### src/rtl/md_seq_if.sv
// md_seq_if: issue/result bundle between decode (master) and the multiply/divide sequencer (slave).
// Latency: none, wires only.
// Backpressure: stall travels from the sequencer back to decode.
// Signals:
//   start, op, a, b  : issue strobe, 0=MULTU / 1=DIVU, unsigned rs/rt operands
//   rd_hilo          : decode holds MFHI/MFLO this cycle
//   busy, stall, done: run status, decode hold request, one-cycle completion pulse
//   hi, lo           : architectural HI/LO registers
interface md_seq_if;
  logic        start;
  logic        op;
  logic [31:0] a;
  logic [31:0] b;
  logic        rd_hilo;
  logic        busy;
  logic        stall;
  logic        done;
  logic [31:0] hi;
  logic [31:0] lo;

  modport master (
    output start, op, a, b, rd_hilo,
    input  busy, stall, done, hi, lo
  );

  modport slave (
    input  start, op, a, b, rd_hilo,
    output busy, stall, done, hi, lo
  );
endinterface

### src/rtl/md_seq.sv
// md_seq: iterative MULTU (shift-add) / DIVU (restoring) unit that owns the HI/LO registers.
// Latency: 32 iterations; done is high 33 cycles after the cycle in which start is presented.
// Backpressure: while running, stall = start | rd_hilo, and a start presented in that window is dropped.
// Ports: clk, rst_n (async, active low); bus (md_seq_if.slave) carries start/op/a/b/rd_hilo in and
//        busy/stall/done/hi/lo out.
// Build option: define MD_SEQ_DIVU_EN to include the divider. Without it, DIVU issues are ignored.
module md_seq (
  input  logic     clk,
  input  logic     rst_n,
  md_seq_if.slave  bus
);

  typedef enum logic [1:0] {
    IDLE = 2'd0,
    RUN  = 2'd1,
    DONE = 2'd2
  } state_t;

  state_t      state;
  state_t      state_nxt;
  logic [5:0]  cnt;
  // Work registers are kept apart from hi/lo, so an aborted operation leaves HI/LO intact.
  // MULTU: work_hi = upper partial product, work_lo = multiplier, which is shifted out as
  //        product bits are shifted in.
  // DIVU:  work_hi = partial remainder, work_lo = dividend, which is shifted out as quotient
  //        bits are shifted in.
  logic [31:0] work_hi;
  logic [31:0] work_lo;
  logic [31:0] opnd_b;
  logic [31:0] work_hi_nxt;
  logic [31:0] work_lo_nxt;
  logic [31:0] hi_r;
  logic [31:0] lo_r;
  logic        accept;
  logic        last_iter;

  // Multiply step: add the multiplicand when the current multiplier bit is set, then shift
  // the whole 65-bit {carry, upper, multiplier} right by one.
  logic [32:0] mul_sum;
  assign mul_sum = {1'b0, work_hi} + {1'b0, (work_lo[0] ? opnd_b : 32'd0)};

`ifdef MD_SEQ_DIVU_EN
  logic        op_div;
  logic [32:0] div_shift;
  logic        div_ge;
  logic [31:0] div_rem;

  // Only a start in IDLE or DONE is taken. A start in RUN is dropped, and decode re-presents it.
  assign accept    = (state != RUN) & bus.start;

  // Restoring step: shift the next dividend bit into the remainder, then subtract the divisor
  // if it fits. The remainder always stays below the divisor, or below 2^32 when b == 0, so
  // the 32-bit difference is exact. With b == 0 every step subtracts, which gives an all-ones
  // quotient and remainder == a.
  assign div_shift = {work_hi, work_lo[31]};
  assign div_ge    = div_shift >= {1'b0, opnd_b};
  assign div_rem   = div_shift[31:0] - opnd_b;
`else
  // Without the divider, a DIVU issue never leaves IDLE/DONE.
  assign accept    = (state != RUN) & bus.start & ~bus.op;
`endif

  assign last_iter = (cnt == 6'd31);

  always_comb begin
    work_hi_nxt = mul_sum[32:1];
    work_lo_nxt = {mul_sum[0], work_lo[31:1]};
`ifdef MD_SEQ_DIVU_EN
    if (op_div) begin
      work_hi_nxt = div_ge ? div_rem : div_shift[31:0];
      work_lo_nxt = {work_lo[30:0], div_ge};
    end
`endif
  end

  always_comb begin
    state_nxt = state;
    case (state)
      IDLE:    if (accept) state_nxt = RUN;
      RUN:     if (last_iter) state_nxt = DONE;
      DONE:    state_nxt = accept ? RUN : IDLE;
      default: state_nxt = IDLE;
    endcase
  end

  always_ff @(posedge clk or negedge rst_n) begin
    if (!rst_n) begin
      state   <= IDLE;
      cnt     <= 6'd0;
      work_hi <= 32'd0;
      work_lo <= 32'd0;
      opnd_b  <= 32'd0;
      hi_r    <= 32'd0;
      lo_r    <= 32'd0;
`ifdef MD_SEQ_DIVU_EN
      op_div  <= 1'b0;
`endif
    end else begin
      state <= state_nxt;
      if (accept) begin
        cnt     <= 6'd0;
        work_hi <= 32'd0;
        work_lo <= bus.a;
        opnd_b  <= bus.b;
`ifdef MD_SEQ_DIVU_EN
        op_div  <= bus.op;
`endif
      end else if (state == RUN) begin
        cnt     <= cnt + 6'd1;
        work_hi <= work_hi_nxt;
        work_lo <= work_lo_nxt;
        // HI/LO commit only on the final iteration, which is the RUN->DONE edge.
        if (last_iter) begin
          hi_r <= work_hi_nxt;
          lo_r <= work_lo_nxt;
        end
      end
    end
  end

  assign bus.busy  = (state == RUN);
  assign bus.done  = (state == DONE);
  assign bus.stall = (state == RUN) & (bus.start | bus.rd_hilo);
  assign bus.hi    = hi_r;
  assign bus.lo    = lo_r;

endmodule

### src/flat_wrapper.sv
// flat-port wrapper written by rule: the top's interface ports become plain ports
module md_seq_flat 
  (clk, rst_n, bus_start, bus_op, bus_a, bus_b, bus_rd_hilo, bus_busy, bus_stall, bus_done, bus_hi, bus_lo);
  md_seq_if bus_i ();
  input  logic clk;
  input  logic rst_n;
  input wire logic [$bits(bus_i.start)-1:0] bus_start;
  input wire logic [$bits(bus_i.op)-1:0] bus_op;
  input wire logic [$bits(bus_i.a)-1:0] bus_a;
  input wire logic [$bits(bus_i.b)-1:0] bus_b;
  input wire logic [$bits(bus_i.rd_hilo)-1:0] bus_rd_hilo;
  output wire logic [$bits(bus_i.busy)-1:0] bus_busy;
  output wire logic [$bits(bus_i.stall)-1:0] bus_stall;
  output wire logic [$bits(bus_i.done)-1:0] bus_done;
  output wire logic [$bits(bus_i.hi)-1:0] bus_hi;
  output wire logic [$bits(bus_i.lo)-1:0] bus_lo;
  assign bus_i.start = bus_start;
  assign bus_i.op = bus_op;
  assign bus_i.a = bus_a;
  assign bus_i.b = bus_b;
  assign bus_i.rd_hilo = bus_rd_hilo;
  assign bus_busy = bus_i.busy;
  assign bus_stall = bus_i.stall;
  assign bus_done = bus_i.done;
  assign bus_hi = bus_i.hi;
  assign bus_lo = bus_i.lo;
  md_seq u_core (.clk(clk), .rst_n(rst_n), .bus(bus_i));
endmodule
### config.mk
export PLATFORM = sky130hd
export DESIGN_NAME = md_seq_flat
export DESIGN_NICKNAME = d
export VERILOG_FILES = /design/src/rtl/md_seq_if.sv /design/src/rtl/md_seq.sv /design/src/flat_wrapper.sv
export SDC_FILE = /design/constraint.sdc
export NUM_CORES = 1
export LEC_CHECK = 0
export CORE_MARGIN = 1
export CORE_UTILIZATION = 25
export CTS_BUF_LIST = sky130_fd_sc_hd__clkbuf_8
export DETAILED_ROUTE_END_ITERATION = 8
export DONT_BUFFER_PORTS = 1
export GPL_TIMING_DRIVEN = 0
export PLACE_DENSITY = 0.37
export SKIP_LAST_GASP = 1
export SYNTH_ARGS = -nofsm -noshare
export SYNTH_HDL_FRONTEND = slang
export SYNTH_SLANG_ARGS = --single-unit
export TNS_END_PERCENT = 1
### constraint.sdc
create_clock -name clk -period 3.5 [get_ports clk]
set_clock_uncertainty 0.2 [all_clocks]
set_input_delay 0.7 -clock clk [delete_from_list [all_inputs] [get_ports clk]]
set_output_delay 0.7 -clock clk [all_outputs]
set_load 0.05 [all_outputs]
==> results.json <==
{
  "antenna_found_initial": 2,
  "cts_root_buffer": "clkbuf_8",
  "r2r_start": "u_core.work_lo[0]",
  "worstMarginPinSlew_ns": 1.121,
  "pre_cts_ws_ns": -0.2948,
  "rsz0062_at_grt": "yes",
  "grt-ovfl-total": 0,
  "final_cell_mix": "193 x nand2_1, 167 x dfrtp_1, 61 x o21ai_0",
  "die_w_um": 186.9,
  "grt.total_usage": 0.1487,
  "vias": 6171,
  "clock_latency_ns": 0.50,
  "first_iter_violations": 270,
  "path_clk_slew_ns": 0.11,
  "arrival_ns": 3.66,
  "cts_tree": "done",
  "finalCriticalPeriod_ns": 3.474,
  "clockBufferDepth": 2,
  "crit_required_ns": 3.68,
  "yosysSeqAreaShare": 0.4917,
  "cts_sinks": 168,
  "drive_gt1_frac": 0.1226,
  "path_max_fanout": 10,
  "ant_nets": 0,
  "maxCapViolCount": 0,
  "synthToLayoutAreaGrowth_pct": 12.32,
  "crit-reg2reg-capture": "u_core.bus.hi[27]",
  "synth_top_family_by_area": "simple AND/OR/NAND/NOR gates",
  "diodes": 0,
  "setup_viol": 0,
  "violations": "hold timing",
  "via_per_inst": 4.616,
  "crit_end": "u_core.bus.hi[27]",
  "p_seq_frac": 0.501,
  "setup.worst_path.start": "u_core.work_lo[0]",
  "path_cells": "clkbuf_8 -> and2_1 -> fa_2 -> a21o_2 -> a221o_1 -> a211oi_4 -> o22ai_2 -> a41o_1 -> xor2_1 -> mux2_4",
  "numCtsBuffers": 17,
  "ys_warn_count": 0,
  "core_area_sq_um": 33620,
  "port_buffers": 0,
  "htree_levels": 4,
  "muxShareOfSynthArea": 0.09980,
  "worstRegToRegCells": 10,
  "vdd_ir_drop_max_mv": 0.3395,
  "power.leakage_uw": 0.004447,
  "start_kind": "flip-flop",
  "fin_nets": 979,
  "synthesis.instances": 859,
  "cell_internal_pwr_uw": 4742,
  "wirelength_um": 25080,
  "num_io_pins": 136,
  "pwr-share-comb": 0.335,
  "worst_slack_ns": 0.02566,
  "synth_enable_flop_cells": 0,
  "synthFlopType": "dfrtp_1",
  "path_class": "reg -> reg",
  "grt_max_degree": 169,
  "slowest_stage": "dfrtp_2",
  "synth_cell_type_count": 60,
  "hpwl_um": 17710,
  "layout_commonest_cell": "nand2_1",
  "start_util": 0.2544,
  "ys_async_sr_fraction": 1.000,
  "grt_pass1_vias": 6633,
  "fmax_mhz": 287.8,
  "yosys.area_share.simple": 0.1531,
  "gp_congestion": 0.7735,
  "switching_share": 0.4838,
  "drv_slew": 0,
  "holdWs_ns": -0.2985,
  "switchingPower_uw": 4443,
  "hold_class": "in -> async",
  "synth-seq-cells": 168,
  "p_clk_frac": 0.164,
  "synth-xor-area-share": 0.02868,
  "synth_area_sq_um": 8551,
  "die_h_um": 186.9,
  "hold_viol": 168,
  "outcome": "finished with violations",
  "synthesis.nets": 962,
  "maxSlewHeadroom": 0.2524,
  "end_kind": "flip-flop",
  "synthAdderAreaFrac": 0.05063,
  "die_area_sq_um": 34950,
  "drc_errors": 0,
  "rrSetupSlack_ns": 0.03,
  "syn_avg_cell_area_sq_um": 9.954,
  "wire_per_inst_um": 18.76,
  "drtPass1Iterations": 4,
  "min_period_over_period": 0.9927,
  "rows": 67,
  "p_per_area_nw_per_um2": 956.3,
  "synth_compound_area_frac": 0.1478,
  "grt_pass1_wl_um": 39660,
  "cpPeakStageDelay_ns": 0.50
}
final cells by class:
| type | count | area, sq um |
|---|---|---|
| sequential | 168 | 4205 |
| clock buffer | 18 | 247.7 |
| buffer | 48 | 202.7 |
| fill | 3592 | 24010 |
| multi-input combinational | 629 | 4160 |
| inverter | 9 | 33.78 |
| tap | 448 | 560.5 |
| clock inverter | 14 | 158.9 |
| timing repair buffer | 3 | 35.03 |
worst min-delay path by stage:
stage	end	slack, ns	cells past startpoint
after floorplan	u_core.bus.hi[0]	0.20	0
after global placement	u_core.opnd_b[8]	0.21	0
after CTS	u_core.bus.lo[23]	-0.36	0
after global routing	u_core.bus.hi[7]	-0.36	0
after detailed placement	u_core.opnd_b[8]	0.22	0
final	u_core.opnd_b[8]	-0.30	0
stage by stage:
step	cells	cell area [sq um]	util	TNS, ns	total power (uW)
after CTS	1339	9603	0.2857	-0.5454	9338
after global placement	1307	9111	0.2710	-5.859	7667
after floorplan	859	8551	-	0	6776
final	1337	9604	0.2857	0	9185
after global routing	1337	9604	0.2857	-1.976	9897
after detailed placement	1307	9111	0.2710	-4.532	7676
power groups by stage:
stage | Clock [uW] | Combinational (uW) | Sequential [uW]
after CTS | 1590 | 3130 | 4620
after floorplan | 0 | 2360 | 4410
final | 1510 | 3080 | 4600
after global placement | 0 | 3010 | 4660
after detailed placement | 0 | 3030 | 4640
after global routing | 1650 | 3520 | 4720
flip-flops by register name, summed over array words and instances (netlist names):
name and count:
u_core.opnd_b 32, u_core.state 2, u_core.bus.hi 32, u_core.work_lo 32, u_core.bus.lo 32, u_core.work_hi 32, u_core.cnt 6
per-layer routing:
layer | part of all wire | GRT usage | routed length (um)
met3 | 0.077 | 0.05872 | 1932
met1 | 0.47 | 0.1963 | 11860
met5 | 0.00068 | 0 | 17
met2 | 0.44 | 0.2249 | 10980
met4 | 0.012 | 0.03941 | 289
repair_timing:
| action | CTS | global route |
|---|---|---|
| pin swaps | 6 | 0 |
| setup buffers | 3 | 0 |
| setup endpoints to repair | 49 | 54 |
| endpoints found under the hold margin | 168 | 168 |
| resized for setup | 13 | 3 |
cell usage after synthesis (5+ instances only):
cell type / n / area (sq um)
buf_2: 5 / 25.02
xnor2_1: 19 / 166.4
a22o_1: 27 / 236.5
nand4_1: 10 / 62.56
nand3_1: 13 / 65.06
mux2i_1: 32 / 320.3
a21oi_1: 38 / 190.2
ha_1: 33 / 412.9
inv_1: 7 / 26.28
nor2_1: 27 / 101.4
and2_1: 35 / 219.0
o21ai_0: 61 / 305.3
xor2_1: 9 / 78.83
mux2_2: 46 / 518.0
buf_1: 5 / 18.77
clkbuf_1: 42 / 157.7
o21bai_1: 6 / 45.04
dfrtp_1: 168 / 4204
nand2_1: 193 / 724.4
a21o_1: 10 / 75.07
cells by family (layout without fill, tap and decap cells):
logic type | after synthesis | count (layout)
buffers and inverters | 62 | 92
AND/OR/NAND/NOR | 299 | 299
multiplexers | 79 | 79
flip-flops | 168 | 168
adder cells (fa/ha/maj) | 34 | 34
AO/OA/AOI/OAI | 189 | 189
XOR/XNOR | 28 | 28
worst max-delay path: cells and delay by family (launching register included):
| family | cells | cell delay (ns) |
|---|---|---|
| flops | 1 | 0.50 |
| xor+xnor | 1 | 0.19 |
| compound gates | 5 | 1.43 |
| fa+ha+maj | 1 | 0.38 |
| mux | 1 | 0.27 |
| simple gates | 1 | 0.17 |
| buf+inv | 1 | 0.19 |
Note: power is estimated with default switching activity, not from simulation.
